**config.mk**
```make
export PLATFORM = sky130hd
export DESIGN_NAME = param_updown_counter
export DESIGN_NICKNAME = d
export VERILOG_FILES = /design/src/rtl/counter_pkg.sv /design/src/rtl/param_updown_counter.sv
export SDC_FILE = /design/constraint.sdc
export NUM_CORES = 1
export LEC_CHECK = 0
export BUFFER_PORTS_ARGS = -buffer_cell sky130_fd_sc_hd__buf_2
export CORE_MARGIN = 10
export CORE_UTILIZATION = 33
export DETAILED_ROUTE_END_ITERATION = 16
export GPL_ROUTABILITY_DRIVEN = 1
export PLACE_DENSITY_LB_ADDON = 0.05
export SYNTH_ARGS = -nofsm -noshare
export SYNTH_HDL_FRONTEND = slang
export SYNTH_SLANG_ARGS = --single-unit
export TNS_END_PERCENT = 20
```
**constraint.sdc**
```tcl
create_clock -name clk -period 2.05 [get_ports clk]
set_input_delay 0.205 -clock clk [delete_from_list [all_inputs] [get_ports clk]]
set_output_delay 0.205 -clock clk [all_outputs]
set_load 0.05 [all_outputs]
```
**src/rtl/counter_pkg.sv**
```systemverilog
// Shared definitions for the parametrised up/down counter:
// run-mode codes, FSM states and the single-step helper.
package counter_pkg;

  localparam logic [1:0] MODE_WRAP    = 2'b00;
  localparam logic [1:0] MODE_SAT     = 2'b01;
  localparam logic [1:0] MODE_ONESHOT = 2'b10;

  typedef enum logic {
    ST_RUN  = 1'b0,
    ST_HALT = 1'b1
  } state_t;

  // One step from cnt; term flags that cnt already sits at the terminal value.
  function automatic logic [31:0] next_count(
    input  logic [31:0] cnt,
    input  logic        up,
    input  logic [1:0]  mode,
    input  logic [31:0] maxc,
    output logic        term
  );
    logic [32:0] sum;
    term = up ? (cnt == maxc) : (cnt == 32'd0);
    sum  = up ? ({1'b0, cnt} + 33'd1) : ({1'b0, cnt} - 33'd1);
    if (!term)
      next_count = sum[31:0];
    else if (mode == MODE_SAT || mode == MODE_ONESHOT)
      next_count = cnt;
    else
      next_count = up ? 32'd0 : maxc;
  endfunction

endpackage

```
**src/rtl/param_updown_counter.sv**
```systemverilog
// WIDTH-bit up/down counter with programmable terminal value and
// wrap / saturate / one-shot run modes.
module param_updown_counter
  import counter_pkg::*;
#(
  parameter int unsigned WIDTH     = 12,
  parameter int unsigned MAX_COUNT = 4095,
  parameter logic [1:0]  MODE_RST  = 2'b00
) (
  input  logic             clk,
  input  logic             reset,
  input  logic             en,
  input  logic             up_dn,
  input  logic             clear,
  input  logic             load,
  input  logic [WIDTH-1:0] load_val,
  input  logic [1:0]       mode,
  output logic [WIDTH-1:0] count,
  output logic             tc,
  output logic             done
);

  if (WIDTH < 2 || WIDTH > 32) begin : g_bad_width
    $error("WIDTH must be in 2..32");
  end

  if (64'(MAX_COUNT) > ((64'd1 << WIDTH) - 64'd1)) begin : g_bad_max
    $error("MAX_COUNT does not fit in WIDTH bits");
  end

  localparam logic [31:0]      MAXC32 = 32'(MAX_COUNT);
  localparam logic [WIDTH-1:0] MAXW   = WIDTH'(MAX_COUNT);

  logic [WIDTH-1:0] count_q, count_d;
  logic             tc_q, tc_d;
  logic             done_q, done_d;
  state_t           state_q, state_d;
  logic [1:0]       mode_q, mode_d;

  logic [WIDTH-1:0] step;
  logic             term;
  logic [WIDTH-1:0] load_clamped;

  always_comb begin
    term = 1'b0;
    step = WIDTH'(next_count(32'(count_q), up_dn, mode_q, MAXC32, term));
  end

  assign load_clamped = (load_val > MAXW) ? MAXW : load_val;

  always_comb begin
    count_d = count_q;
    tc_d    = 1'b0;
    done_d  = done_q;
    state_d = state_q;
    mode_d  = mode_q;
    if (clear) begin
      count_d = up_dn ? '0 : MAXW;
      state_d = ST_RUN;
      done_d  = 1'b0;
      mode_d  = mode;
    end else if (load) begin
      count_d = load_clamped;
      state_d = ST_RUN;
      done_d  = 1'b0;
      mode_d  = mode;
    end else if (en && state_q == ST_RUN) begin
      count_d = step;
      tc_d    = term;
      // one-shot parks at the terminal value until clear/load
      if (term && mode_q == MODE_ONESHOT) begin
        state_d = ST_HALT;
        done_d  = 1'b1;
      end
    end
  end

  always_ff @(posedge clk or posedge reset) begin
    if (reset) begin
      count_q <= '0;
      tc_q    <= 1'b0;
      done_q  <= 1'b0;
      state_q <= ST_RUN;
      mode_q  <= MODE_RST;
    end else begin
      count_q <= count_d;
      tc_q    <= tc_d;
      done_q  <= done_d;
      state_q <= state_d;
      mode_q  <= mode_d;
    end
  end

  assign count = count_q;
  assign tc    = tc_q;
  assign done  = done_q;

endmodule

```
==> summary.md, run 1 <==
| Metric | Value |
|---|---|
| ANT nets after route | 0 |
| Largest net degree at the start of global routing | 19 |
| Commonest non-fill, non-tap cells in the layout | buf_2, buf_4, a21oi_1 |
| Ys Warns | 0 |
| Vias in the first global route | 1645 |
| Capture point of the worst reg-to-reg path | count[6] |
| Asr flop ratio synth | 100% |
| Max cap viols | 0 |
| Clock root cell | clkbuf_8 |
| Max_slew headroom | 55.6% |
| DRC | 0 |
| Initial core utilization | 34.5% |
| Site Rows | 23 |
| Initial antenna violation count | 0 |
| H-tree levels | 1 |
| Reg2reg path depth | 8 |
| PortBufs | 33 |
| Tot GR Track Use | 13.1% |
| Peak VDD IR | 0.405 mV |
| Num ports | 34 |
| Hold WC Path Type | primary input to async pin |
| Drt via density | 5.47 |
| Fill cells | 405 |
| Die ar. | 7210 sq um |
| Post-synth EDFFs | 0 |
| Combinational share of power | 53.4% |
| Outcome | complete, but fails checks |
| Setup crit end kind | flop |
| CP Data Required Time | 2.20 ns |
| Layout cells sized above 1 | 45.4% |
| Clock Sinks | 16 |
| Fin Hold WS | 0.0340 ns |
| Mapped Cells | 163 |
| Setup crit start kind | flop |
| Gr ovfl total | 0 |
| Worst Tran Pin Value | 0.666 ns |
| Clk_lat worst skew | 0.26 ns |
| Post-layout net count | 260 |
| Worst-path fanout max | 3 |
| Pint | 0.886 mW |
| GP Congestion | 0.848 |
| 1st-iter DRT viols | 111 |
| Slew Viols, Final | 0 |
| Post-Syn Nets | 195 |
| Final setup violation count | 11 |
| Sequential fraction of the synthesis area | 28.8% |
| First-pass GRT wire length | 7910 microns |
| TritonCTS Buffers | 3 |
| Pre-CTS setup slack | -0.265 ns |
| Drt first pass iters | 4 |
| Fmax | 468 MHz |
| Flop pwr share | 27.2% |
| Synth cell types | 43 |
| DR WL/cell | 17.3 microns |
| Mean Syn Cell Area | 8.54 sq um |
| Tcrit/Tclk final | 104% |
| Crit path from | count[0] |
| Post-Syn Area | 1390 sq um |
| Power Density | 765 nW/um^2 |
| Longest Clk Path Bufs | 2 |
| Fin crit period | 2.14 ns |
| Reg clk slew, reported paths | 0.07 ns |
| Predominant post-synthesis flop cell | dfrtp_1 |
| Setup WS post-layout | -0.0884 ns |
| Core footprint | 4030 sq um |
| Die Wd | 84.9 microns |
| Sw Pwr | 0.640 mW |
| Clk network pwr share | 19.4% |
| Final hold vios | 0 |
| # diodes | 0 |
| DR vias | 1514 |
| CTS tree | yes |
| Dpl hpwl | 3690 microns |
| Fin Clk Skew | 0.00260 ns |
| Kind of critical path | flop to flop |
| Failing checks | negative setup slack |
| R2r setup slk | -0.09 ns |
| CTS hold repair buffers | 0 |
| CP Data Arrival Time | 2.28 ns |
| Dpl cells | 268 |
| Pleak | 0.936 nW |
| End of the critical path | count[6] |
| Sw Share | 42.0% |
| Synth area leaders | dfrtp_1, ha_1, a21oi_1 |
| Register bit total from synthesis | 16 |
| Area Growth Syn to Fin | 43.4% |
| Area leader, netlist | dfrtp_1 |
| RSZ-0062 raised after global routing | yes |
| Core Util, Final | 49.5% |
| Most common cell after layout, fill and taps aside | buf_2 |
| Chip height | 84.9 microns |
| Share of Yosys cell area claimed by the top area cell type | 28.8% |
| R2R Path Start | count[0] |
| Final WL | 4790 microns |
| Non-Filler Instances | 277 |
## per-stage QoR
step	total power [mW]	area, sq um	TNS (ns)
2_1_floorplan	0.909	1430	-1.13
3_3_place_gp	1.18	1830	-1.23
3_5_place_dp	1.19	1830	-1.32
4_1_cts	1.50	1910	-0.155
5_1_grt	1.64	2000	-1.22
6_report	1.53	2000	-0.348
## power groups by stage
stage                     Sequential, mW  Clock [mW]  Combinational [mW]
after detailed placement           0.420           0               0.768
after floorplan                    0.552           0               0.357
after global placement             0.420           0               0.758
after global routing               0.422       0.322               0.900
after CTS                          0.414       0.297               0.784
final                              0.415       0.295               0.816
## worst min-delay path by stage
stage	from	endpoint	slack, ns	cells after the start
2_1_floorplan	reset	mode_q[0]	0.12	1
3_3_place_gp	reset	count[4]	0.33	2
3_5_place_dp	reset	count[4]	0.34	2
4_1_cts	reset	count[4]	0.07	2
5_1_grt	reset	mode_q[1]	0.09	2
6_report	reset	count[4]	0.03	2
## layer usage
metal	vias to the layer above	GRT usage (%)	part of all wire, %
met4	0	2.40	0.48
met3	4	4.30	6.1
met1	714	15.6	43
met2	44	22.6	50
met5	-	0	0
li1	752	-	-
## flip-flops by register name, indices dropped and copies added (netlist names)
register  flops
count        12
mode_q        2
state_q       1
tc            1
## kinds of logic (layout without fill, tap and decap cells)
kind of cell             Yosys count  in the layout  share of synthesized area (%)
AO/OA/AOI/OAI                     56             56                           28.0
AND/OR/NAND/NOR                   53             54                           20.6
buffers and inverters             17             80                           5.49
flip-flops                        16             16                           28.8
adder cells (fa/ha/maj)           12             12                           11.3
XOR/XNOR                           8              8                           5.04
multiplexers                       1              1                          0.809
## synth_stat cells, types with 2 or more instances
master     n
o22ai_1    2
nor2_1    10
nor4_1     2
a221oi_1   2
o211ai_1   2
nand4_1    6
nor3_1     5
nor2b_1    6
inv_1     10
a311oi_1   3
xnor2_1    4
nand2_1    9
a21boi_0   2
o21ai_0    5
nand3_1    3
a211o_1    3
nand2b_1   2
dfrtp_1   16
xor2_1     4
a211oi_1   2
o22a_1     8
ha_1      11
clkbuf_1   4
or4_1      2
a21o_1     4
a31oi_1    3
a21oi_1   16
and3_1     2
## final cells by class
class | instances | area [sq um] | share of cell area (%)
clock buffers | 4 | 55.1 | 2.76
repair buffers | 66 | 417 | 20.9
inverters | 10 | 37.5 | 1.88
well taps | 50 | 62.6 | 3.13
flip-flops and latches | 16 | 415 | 20.8
multi-input cells | 131 | 1010 | 50.5
## repair_timing
action,CTS,global route
gates resized for setup,4,13
pin swaps,1,9
endpoints found under the setup margin,5,12
gates cloned,0,1
buffers inserted,0,4
## worst max-delay path: stages (launching register included)
cell	delay, ns
dfrtp_2	0.44
fa_2	0.38
a21o_1	0.18
a221o_1	0.39
buf_4	0.16
xor2_1	0.14
a21oi_1	0.12
nor3_1	0.06
o22a_1	0.17
Note: power is estimated with default switching activity, not from simulation.
==> run 2, diff against run 1 <==
--- a/config.mk
+++ b/config.mk
@@ -5,7 +5,7 @@
 export SDC_FILE = /design/constraint.sdc
 export NUM_CORES = 1
 export LEC_CHECK = 0
-export BUFFER_PORTS_ARGS = -buffer_cell sky130_fd_sc_hd__buf_2
+export BUFFER_PORTS_ARGS = -buffer_cell sky130_fd_sc_hd__buf_4
 export CORE_MARGIN = 10
 export CORE_UTILIZATION = 33
 export DETAILED_ROUTE_END_ITERATION = 16
==> run 2 against run 1 <==
Clock skew fell by 0.0012 ns. Sequential cell count unchanged. The flow still finishes with violations (negative setup slack). Utilization is 3.3 points higher. Critical path type unchanged. Count of clock-buffer cells in the layout unchanged. Largest power group unchanged. Non-clock buffer count is 5 higher. Register-to-register slack improved by 0.03 ns. Via count is 3.6% higher. Clock power about the same. Cell count increased by 2.2%. Worst setup slack improved by 0.029 ns. Sequential share of layout area decreased by 1.3 points.
==> summary.md, run 2 (synthesis gave the netlist of run 1 again) <==
| Metric | Value |
|---|---|
| Outcome | complete, but fails checks (unchanged) |
| Failing checks | negative setup slack (unchanged) |
| Tot GR Track Use | 13.0% (was 13.1%) |
| Dpl hpwl | 3880 microns (was 3690 microns) |
| R2r setup slk | -0.06 ns (was -0.09 ns) |
| Max FFs per register | 12 (unchanged) |
| Die Wd | 84.9 microns (unchanged) |
| Total power | 1.60 mW (was 1.53 mW) |
| Max cap viols | 0 (unchanged) |
| Clock root cell | clkbuf_8 (unchanged) |
| Dpl cells | 275 (was 268) |
| Final WL | 5120 microns (was 4790 microns) |
| Fill cells | 396 (was 405) |
| Gr ovfl total | 0 (unchanged) |
| Peak VDD IR | 0.396 mV (was 0.405 mV) |
| Kind of critical path | flop to flop (unchanged) |
| DRC | 0 (unchanged) |
| Worst path slowest cell | dfrtp_2 (unchanged) |
| Layout cells sized above 1 | 47.2% (was 45.4%) |
| Vias in the first global route | 1602 (was 1645) |
| Fin Clk Skew | 0.00137 ns (was 0.00260 ns) |
| Setup crit start kind | flop (unchanged) |
| Largest net degree at the start of global routing | 19 (unchanged) |
| Longest Clk Path Bufs | 2 (unchanged) |
| Die ar. | 7210 sq um (unchanged) |
| GP Congestion | 0.851 (was 0.848) |
| CP Data Arrival Time | 2.29 ns (was 2.28 ns) |
| Chip height | 84.9 microns (unchanged) |
| 1st-iter DRT viols | 71 (was 111) |
| Crit-path max cell delay | 0.44 ns (about the same) |
| # diodes | 0 (unchanged) |
| CP Cell Sequence | fa_2 > a21o_1 > a221o_1 > a311oi_2 > xnor2_1 > nand2_1 > a21oi_2 (was fa_2 > a21o_1 > a221o_1 > buf_4 > xor2_1 > a21oi_1 > nor3_1 > o22a_1) |
| Clock Sinks | 16 (unchanged) |
| R2R Path Start | count[0] (unchanged) |
| Core footprint | 4030 sq um (unchanged) |
| Initial antenna violation count | 0 (unchanged) |
| Final setup TNS | -0.0828 ns (was -0.348 ns) |
| Fmax | 474 MHz (was 468 MHz) |
| ANT nets after route | 0 (unchanged) |
| Most common cell after layout, fill and taps aside | buf_4 (was buf_2) |
| Drt first pass iters | 4 (unchanged) |
| Initial core utilization | 34.5% (unchanged) |
| Area occupied by registers | 415 sq um (unchanged) |
| Reg2reg path depth | 7 (was 8) |
| Final setup violation count | 4 (was 11) |
| TritonCTS Buffers | 3 (unchanged) |
| Setup WS post-layout | -0.0593 ns (was -0.0884 ns) |
| RSZ-0062 raised after global routing | yes (unchanged) |
| Pleak | 0.983 nW (was 0.936 nW) |
| Fin crit period | 2.11 ns (was 2.14 ns) |
| Worst-path fanout max | 3 (unchanged) |
| H-tree levels | 1 (unchanged) |
| Slew Viols, Final | 0 (unchanged) |
| First-pass GRT wire length | 7860 microns (was 7910 microns) |
| Non-Filler Instances | 283 (was 277) |
| Capture point of the worst reg-to-reg path | count[10] (was count[6]) |
| Core Util, Final | 52.8% (was 49.5%) |
| Post-layout net count | 266 (was 260) |
| CTS tree | yes (unchanged) |
| Clk_lat worst skew | 0.26 ns (about the same) |
| Site Rows | 23 (unchanged) |
| Setup crit end kind | flop (unchanged) |
| Commonest non-fill, non-tap cells in the layout | buf_4, a21oi_1, dfrtp_2 (was buf_2, buf_4, a21oi_1) |
| CTS hold repair buffers | 0 (unchanged) |
| Max_slew headroom | 54.6% (was 55.6%) |
| Worst Tran Pin Value | 0.680 ns (was 0.666 ns) |
| Power Density | 753 nW/um^2 (was 765 nW/um^2) |
| Final hold vios | 0 (unchanged) |
| Tcrit/Tclk final | 103% (was 104%) |
| PortBufs | 33 (unchanged) |
| Reg clk slew, reported paths | 0.07 ns (about the same) |
| Drt via density | 5.54 (was 5.47) |
| Area of the multi-input gates | 1010 sq um (about the same) |
| Num ports | 34 (unchanged) |
| DR WL/cell | 18.1 microns (was 17.3 microns) |
| Area Growth Syn to Fin | 52.9% (was 43.4%) |
| CP Data Required Time | 2.23 ns (was 2.20 ns) |
| DR vias | 1568 (was 1514) |
| Hold WC Path Type | primary input to async pin (unchanged) |
==> run 2: changes by cell type in the layout (fill, tap and decap cells not counted), sizes merged <==
cell | before | now
buf | 66 | 71
clkinvlp | 0 | 2
inv | 10 | 9
==> run 2: metal layers <==
metal	track usage (%)	vias up	wire length [microns]
li1	-	760	-
met1	15.2	769	2300
met2	22.9	31	2550
met3	3.73	8	208
met4	3.14	0	62
met5	0	-	0
==> run 2: layout make-up <==
cell class	count	area share (%)
clock buffers	4	2.59
inverters	10	1.94
flip-flops and latches	16	19.5
multi-input cells	131	47.5
well taps	50	2.94
repair buffers	71	25.2
repair inverters	1	0.235
==> run 2: worst max path at each step <==
| stage | slack (ns) | cells past startpoint | to | start |
|---|---|---|---|---|
| floorplan | -0.11 | 8 | count[8] | count[8] |
| global placement | -0.24 | 9 | count[11] | up_dn |
| detailed placement | -0.28 | 9 | count[11] | up_dn |
| CTS | -0.06 | 7 | count[10] | count[0] |
| global route | -0.14 | 7 | count[10] | count[0] |
| finish | -0.06 | 7 | count[10] | count[0] |
==> run 2: through the flow <==
step	area [sq um]	hold WS [ns]	setup slack, ns
floorplan	1430	0.118	-0.110
global placement	1970	0.339	-0.237
detailed placement	1970	0.362	-0.281
CTS	2050	0.0854	-0.0611
global route	2130	0.0999	-0.136
finish	2130	0.0506	-0.0593
==> run 2: power by group <==
| group | internal (mW) | leakage, nW | switching (mW) |
|---|---|---|---|
| clock | 0.171 | 0.0288 | 0.126 |
| combinational | 0.410 | 0.774 | 0.482 |
| sequential | 0.364 | 0.180 | 0.0504 |
==> run 2: timing repair <==
action | in CTS | in global routing
resized for setup | 4 | 14
pin swaps | 5 | 10
setup endpoints to repair | 9 | 12
setup buffers | 1 | 1
gates cloned | 0 | 2
==> run 2: worst max-delay path: cells and delay by family (launching register included) <==
kind,cells,cell delay (ns)
adder cells (fa/ha/maj),1,0.38
XOR/XNOR,1,0.15
flip-flops,1,0.44
AO/OA/AOI/OAI,4,0.98
AND/OR/NAND/NOR,1,0.09
